File: config.mk
export PLATFORM = sky130hd
export DESIGN_NAME = rmw_arbiter
export DESIGN_NICKNAME = d
export VERILOG_FILES = /design/src/rtl/rmw_pkg.sv /design/src/rtl/rr_picker.sv /design/src/rtl/rmw_arbiter.sv
export SDC_FILE = /design/constraint.sdc
export NUM_CORES = 1
export LEC_CHECK = 0
export CAP_MARGIN = 20
export CORE_MARGIN = 4
export CORE_UTILIZATION = 47
export DETAILED_ROUTE_END_ITERATION = 10
export PLACE_DENSITY_LB_ADDON = 0.25
export SETUP_SLACK_MARGIN = 0.4
export SYNTH_ARGS = -nofsm -noshare
export SYNTH_HDL_FRONTEND = slang
export SYNTH_SLANG_ARGS = --single-unit
File: constraint.sdc
create_clock -name clk -period 2.6 [get_ports clk]
set_clock_uncertainty 0.1 [all_clocks]
set_input_delay 0.52 -clock clk [delete_from_list [all_inputs] [get_ports clk]]
set_output_delay 0.52 -clock clk [all_outputs]
set_load 0.05 [all_outputs]
File: src/rtl/rmw_pkg.sv
// Shared types and default sizes for the round-robin read-modify-write arbiter.
package rmw_pkg;

    localparam int N_REQ_DEF = 4;
    localparam int SEL_W_DEF = 3;

    typedef enum logic [2:0] {
        IDLE  = 3'd0,
        LOAD  = 3'd1,
        SHIFT = 3'd2,
        WRITE = 3'd3,
        DONE  = 3'd4
    } state_t;

endpackage

File: src/rtl/rr_picker.sv
// Combinational round-robin pick: first set request at or after ptr, wrapping.
// The request vector is doubled so one plain priority search covers the wrap.
module rr_picker #(
    parameter  int N_REQ = 4,
    localparam int PTR_W = (N_REQ > 1) ? $clog2(N_REQ) : 1
) (
    input  logic [N_REQ-1:0] req,
    input  logic [PTR_W-1:0] ptr,
    output logic [PTR_W-1:0] winner,
    output logic             any_req
);

    logic [2*N_REQ-1:0] dbl;

    // Lower copy keeps only requesters at or above ptr; the upper copy is the wrap.
    always_comb begin
        dbl = '0;
        for (int i = 0; i < N_REQ; i++) begin
            dbl[i]         = req[i] && (i >= int'(ptr));
            dbl[i + N_REQ] = req[i];
        end
    end

    always_comb begin
        winner = '0;
        for (int i = 2*N_REQ-1; i >= 0; i--) begin
            if (dbl[i]) begin
                winner = (i >= N_REQ) ? PTR_W'(i - N_REQ) : PTR_W'(i);
            end
        end
    end

    assign any_req = |req;

endmodule

File: src/rtl/rmw_arbiter.sv
// Round-robin arbiter and sequencer sharing one read-modify-write mask datapath
// between N_REQ requesters: load+mask clear, sel shift cycles, write, done.
module rmw_arbiter
    import rmw_pkg::*;
#(
    parameter int N_REQ = N_REQ_DEF,
    parameter int SEL_W = SEL_W_DEF
) (
    input  logic                   clk,
    input  logic                   rst,
    input  logic [N_REQ-1:0]       req,
    input  logic [N_REQ*SEL_W-1:0] req_sel,
    output logic [N_REQ-1:0]       grant,
    output logic [N_REQ-1:0]       done,
    output logic                   busy,
    output logic                   load,
    output logic                   rst_mask,
    output logic [SEL_W-1:0]       sel_out,
    output logic                   shift,
    output logic                   wr
);

    localparam int PTR_W = (N_REQ > 1) ? $clog2(N_REQ) : 1;

    // Handshake: req[i] is a level held until its one-cycle done[i] pulse.
    // req/req_sel are captured only in IDLE; later changes are ignored.

    state_t           state, state_nxt;
    logic [PTR_W-1:0] ptr;
    logic [PTR_W-1:0] owner;
    logic [PTR_W-1:0] winner;
    logic [SEL_W-1:0] cnt;
    logic [SEL_W-1:0] win_sel;
    logic             any_req;

    rr_picker #(.N_REQ(N_REQ)) u_picker (
        .req     (req),
        .ptr     (ptr),
        .winner  (winner),
        .any_req (any_req)
    );

    assign win_sel = req_sel[int'(winner)*SEL_W +: SEL_W];

    always_comb begin
        state_nxt = state;
        case (state)
            IDLE:    if (any_req) state_nxt = LOAD;
            LOAD:    state_nxt = (cnt != '0) ? SHIFT : WRITE;
            SHIFT:   if (cnt == SEL_W'(1)) state_nxt = WRITE;
            WRITE:   state_nxt = DONE;
            DONE:    state_nxt = IDLE;
            default: state_nxt = IDLE;
        endcase
    end

    always_ff @(posedge clk) begin
        if (rst) begin
            state   <= IDLE;
            ptr     <= '0;
            cnt     <= '0;
            owner   <= '0;
            sel_out <= '0;
        end else begin
            state <= state_nxt;
            case (state)
                IDLE: begin
                    if (any_req) begin
                        owner   <= winner;
                        cnt     <= win_sel;
                        sel_out <= win_sel;
                    end
                end
                SHIFT:   cnt <= cnt - 1'b1;
                // Advancing past the owner puts a re-requesting owner behind the others.
                DONE:    ptr <= (owner == PTR_W'(N_REQ-1)) ? '0 : owner + 1'b1;
                default: ;
            endcase
        end
    end

    always_comb begin
        grant    = '0;
        done     = '0;
        busy     = 1'b0;
        load     = 1'b0;
        rst_mask = 1'b0;
        shift    = 1'b0;
        wr       = 1'b0;
        if (state != IDLE) begin
            busy         = 1'b1;
            grant[owner] = 1'b1;
        end
        case (state)
            LOAD: begin
                load     = 1'b1;
                rst_mask = 1'b1;
            end
            SHIFT:   shift       = 1'b1;
            WRITE:   wr          = 1'b1;
            DONE:    done[owner] = 1'b1;
            default: ;
        endcase
    end

endmodule

### After elaboration in Yosys (flattened, before gate mapping)

Cells that the tools add are included.

| storage, ports and cells | value |
|---|---|
| register bits | 13 |
| input bits | 18 |
| output and inout port bits | 16 |
| word-level logic and storage cells | 56 |

| operators by class | value |
|---|---|
| add/sub/neg operators | 2 |
| multiply operators | 1 |
| $lt $le $gt $ge | 5 |
| eq/ne operators | 8 |
| shift-type cells | 1 |
| muxes and demuxes | 22 |
| reduce and logical (&&, ||, !) cells | 12 |

Operator list:

| operator | count |
|---|---|
| 2-bit 2-to-1 mux | 8 |
| 3-bit one-hot mux with 4 select lines | 1 |
| 12-bit by 5-bit variable part select with 3-bit output | 1 |
| 3-bit 2-to-1 mux | 3 |
| 4-bit 2-to-1 mux | 2 |
| 3-bit by 1-bit equality test with 1-bit output (second input constant) | 2 |
| 3-bit by 2-bit equality test with 1-bit output (second input constant) | 2 |
| 1-bit 2-to-1 mux | 6 |
| 3-bit one-hot mux with 2 select lines | 1 |
| 2-bit AND reduction | 3 |
| 3-bit nonzero test | 2 |
| 1-bit by 2-bit >= comparator with 1-bit output (first input constant) | 2 |
| 1-bit logical AND | 4 |
| 2-bit by 2-bit multiplier with 4-bit output (second input constant) | 1 |
| 2-bit inequality test (second input constant) | 2 |
| 4-bit OR reduction | 1 |
| 3-bit equality test (second input constant) | 1 |
| 3-bit zero test | 1 |
| 2-bit by 3-bit < comparator with 1-bit output (second input constant) | 1 |
| 3-bit by 1-bit subtractor with 3-bit output (second input constant) | 1 |
| 2-bit by 1-bit adder with 2-bit output (second input constant) | 1 |
| 1-bit demux with 2-bit select | 1 |
| 2-bit equality test (second input constant) | 1 |
| 2-bit by 1-bit >= comparator with 1-bit output (second input constant) | 1 |
| 2 further kinds | 2 |

### Depth between registers and ports, before layout

| depth | value |
|---|---|
| depth after elaboration | 11 |
| gate-level depth with buffers | 6 |
| mapped depth without buffers | 6 |

### Hierarchy

A second synthesis with hierarchy kept.

| second synthesis, totals | value |
|---|---|
| cell total of the unflattened synthesis | 98 |
| area total of the unflattened synthesis | 872.1 µm² |

By module, submodules not included:

| module | times used | cells each | area each (µm²) | seq. area each (µm²) |
|---|---|---|---|---|
| rmw_arbiter | 1 | 86 | 794.5 | 260.2 |
| rr_picker | 1 | 12 | 77.6 | 0.0 |

### Worst setup path before layout

Ideal clock, no wire load.

| timing | value |
|---|---|
| kind | register to output |
| start | register state[0] |
| end | output port rst_mask |
| data arrival time | 2.155 ns |
| data required time | 1.980 ns |
| setup slack | -0.175 ns |
| cell stages (with the launch flop) | 3 |
| path through | dfxtp_1 -> nor3b_1 -> buf_4 |

| between the ends | value |
|---|---|
| cells in the longest elaborated chain, start to end | 2 |

RTL lines:

| element | line | RTL |
|---|---|---|
| from (decl) | rmw_arbiter.sv:28 | `state_t state, state_nxt;` |
| from (signal assigned) | rmw_arbiter.sv:65 | `state <= state_nxt;` |
| 3-bit by 1-bit equality test with 1-bit output | -- |  |
| 1-bit 2-to-1 mux | -- |  |
| to (decl) | rmw_arbiter.sv:17 | `output logic rst_mask,` |

No other way between the ends.

### Worst setup path after layout

| timing | value |
|---|---|
| start | register state[0] |
| end | output port busy |

| between the ends | value |
|---|---|
| cells in the longest elaborated chain, start to end | 2 |

RTL lines:

| element | line | RTL |
|---|---|---|
| 3-bit nonzero test | rmw_arbiter.sv:90 | `if (state != IDLE) begin` |
| 1-bit 2-to-1 mux | rmw_arbiter.sv:90 |  |
| to (decl) | rmw_arbiter.sv:15 | `output logic busy,` |

No other way between the ends.

==> metrics.md <==
| Metric | Value |
|---|---|
| Synthesized instance count | `101` |
| Main synth FF type | `dfxtp_1` |
| Pwr Total | `1130 uW` |
| Skew-Pair Late Insertion Delay | `270 ps` |
| Synth Register Bits | `13` |
| Area delta synth->final | `38.4%` |
| Top Ports | `34` |
| Largest net degree at the start of global routing | `15` |
| Minimum clock period after layout | `2140 ps` |
| Area of the core | `1940 um2` |
| Die Area | `2820 um2` |
| Ant. Diodes | `0` |
| Peak VDD IR | `0.545 mV` |
| Gpl congestion | `0.762` |
| Startpoint Class | `flop` |
| Final setup fails | `0` |
| Tcrit/Tclk final | `82.3%` |
| Register area share after synthesis | `27.2%` |
| Initial antenna violation count | `0` |
| Max Slew Vio Count | `0` |
| Kind of critical path | `reg2out` |
| Status | `finished, final reports clean` |
| Worst-path clk slew | `80 ps` |
| Slew at the pin with the worst max-slew slack | `619 ps` |
| DP Area | `1300 um2` |
| GRT Total Usage | `15.8%` |
| Slew headroom | `58.6%` |
| First-pass GRT wire length | `3240 um` |
| Warnings, synthesis | `0` |
| Syn_nets | `126` |
| Post-synthesis average cell area | `9.48 um2` |
| Net count, final | `163` |
| Netlist cell types | `35` |
| WL/cell | `11.9 um` |
| Die width | `53.1 um` |
| Initial DRT Pass Iterations | `2` |
| CP Max Fanout | `7` |
| DRC | `0` |
| Initial Utilization | `49.3%` |
| Routed vias/inst | `5.03` |
| Unrepaired setup endpoints after global routing | `true` |
| CTS tree | `built` |
| Crit path DAT | `1520 ps` |
| CP Capture Type | `primary output` |
| Post-route setup TNS | `0 ps` |
| DR iter-0 viols | `3` |
| Final core occ | `68.2%` |
| Vias in the first global route | `789` |
| Cts bufs inserted | `3` |
| DRT antenna net count | `0` |
| Port-buffer cells | `33` |
| Fmax | `468 MHz` |
| Fraction of layout cells with a size suffix above 1 | `24.8%` |
| Final Non-Filler Cells | `164` |
| EDFF count, synth | `0` |
| Fin area | `1330 um2` |
| Max Root-Sink Buffers | `2` |
| CTS HTree Levels | `1` |
| Number of cells after detailed placement | `159` |
| Die Y | `53.1 um` |
| Post-DP HPWL | `1670 um` |
| Via count | `825` |
| Root cell of the clock tree | `clkbuf_4` |
| Final hold vios | `0` |
| Row cnt | `16` |
| Maxcap violations | `0` |
| Synth Cell Area | `957 um2` |
| Worst Path Required | `1980 ps` |
| Final wirelength | `1950 um` |
| HP Class | `reg2reg` |
| Pwr dens | `855 nW/um2` |
| Remaining Overflow, GRT | `0` |
| Synth async-reset ratio | `0%` |
| Pleak | `0.000536 uW` |
| Clk sink count | `13` |
[synthesized netlist by cell type (2+ instances only)]
| cell | count | share of area, % |
|---|---|---|
| dfxtp_1 | 13 | 27 |
| nor2_1 | 11 | 4.3 |
| mux2i_1 | 9 | 9.4 |
| inv_1 | 8 | 3.1 |
| a21oi_1 | 7 | 3.7 |
| ha_1 | 7 | 9.1 |
| o221ai_1 | 5 | 4.6 |
| and2_1 | 4 | 2.6 |
| nand2b_1 | 4 | 2.6 |
| nor2b_1 | 4 | 2.6 |
| nand3b_1 | 3 | 2.4 |
| nand2_1 | 2 | 0.78 |
| nand2_2 | 2 | 1.3 |
[state kept, by name (all words and copies together) (netlist names)]
register,cells
ptr,2
owner,2
sel_out,3
cnt,3
state,3
[timing repair]
item,in CTS,in global routing
hold buffers,0,0
buffers inserted,0,1
resized for setup,15,10
setup endpoints to repair,12,10
[path summary, 6_finish.rpt]
path	startpoint	end	slack (ps)	depth (start not counted)
min reg2reg	sel_out[0]	sel_out[0]	400	2
min	sel_out[0]	sel_out[0]	400	2
max	state[0]	busy	460	3
max reg2reg	state[0]	cnt[0]	930	5
[per-layer routing]
layer  share of wire (%)  GRT usage [%]
met1                  46           18.3
met2                  50           27.7
met3                 4.3           3.38
met4                0.36           6.38
met5                   0              0
[layout by cell type (no fill, tap or decap), types with 2 or more instances in the layout]
master	netlist	layout
nand2b_1	4	3
clkdlybuf4s15_2	0	3
a21oi_1	7	7
clkbuf_2	0	4
mux2i_1	9	9
o221ai_1	5	5
dfxtp_1	13	12
nand2_2	2	2
nand2_1	2	2
nor3b_4	1	2
nor2_1	11	11
buf_4	1	7
ha_1	7	7
inv_1	8	8
nor2b_1	4	4
nand2b_2	1	2
and2_1	4	4
nand3b_1	3	3
clkdlybuf4s50_1	0	20
clkbuf_4	0	3
[through the flow]
stage	setup WS, ps	hold slack [ps]
after floorplan	409	418
after global placement	244	393
after detailed placement	139	386
after CTS	320	410
after global routing	383	438
final	461	403
[worst max-delay path: stages, from the launching register on]
cell and delay, ps:
dfxtp_1 410, nor3_4 360, inv_1 60, dlygate4sd2_1 420
[final cells by class]
type,instances,area (um2)
tap,27,33.8
sequential,13,262
fill,173,617
multi-input combinational,77,658
timing repair buffer,35,315
clock buffer,4,26.3
inverter,8,30.0
[logic make-up (layout without fill, tap and decap cells)]
group	Yosys count	after routing	synth area share (%)
flops	13	13	27.2
mux	9	9	9.41
fa+ha+maj	7	7	9.15
buf+inv	11	47	5.49
simple gates	40	40	29.7
compound gates	21	21	19.1
[power breakdown]
group / total, uW / internal [uW] / switching, uW
Combinational: 695 / 263 / 433
Sequential: 317 / 254 / 63.1
Clock: 122 / 59.4 / 62.4
Total: 1130 / 575 / 558
Power figures use the tool's default switching activity.
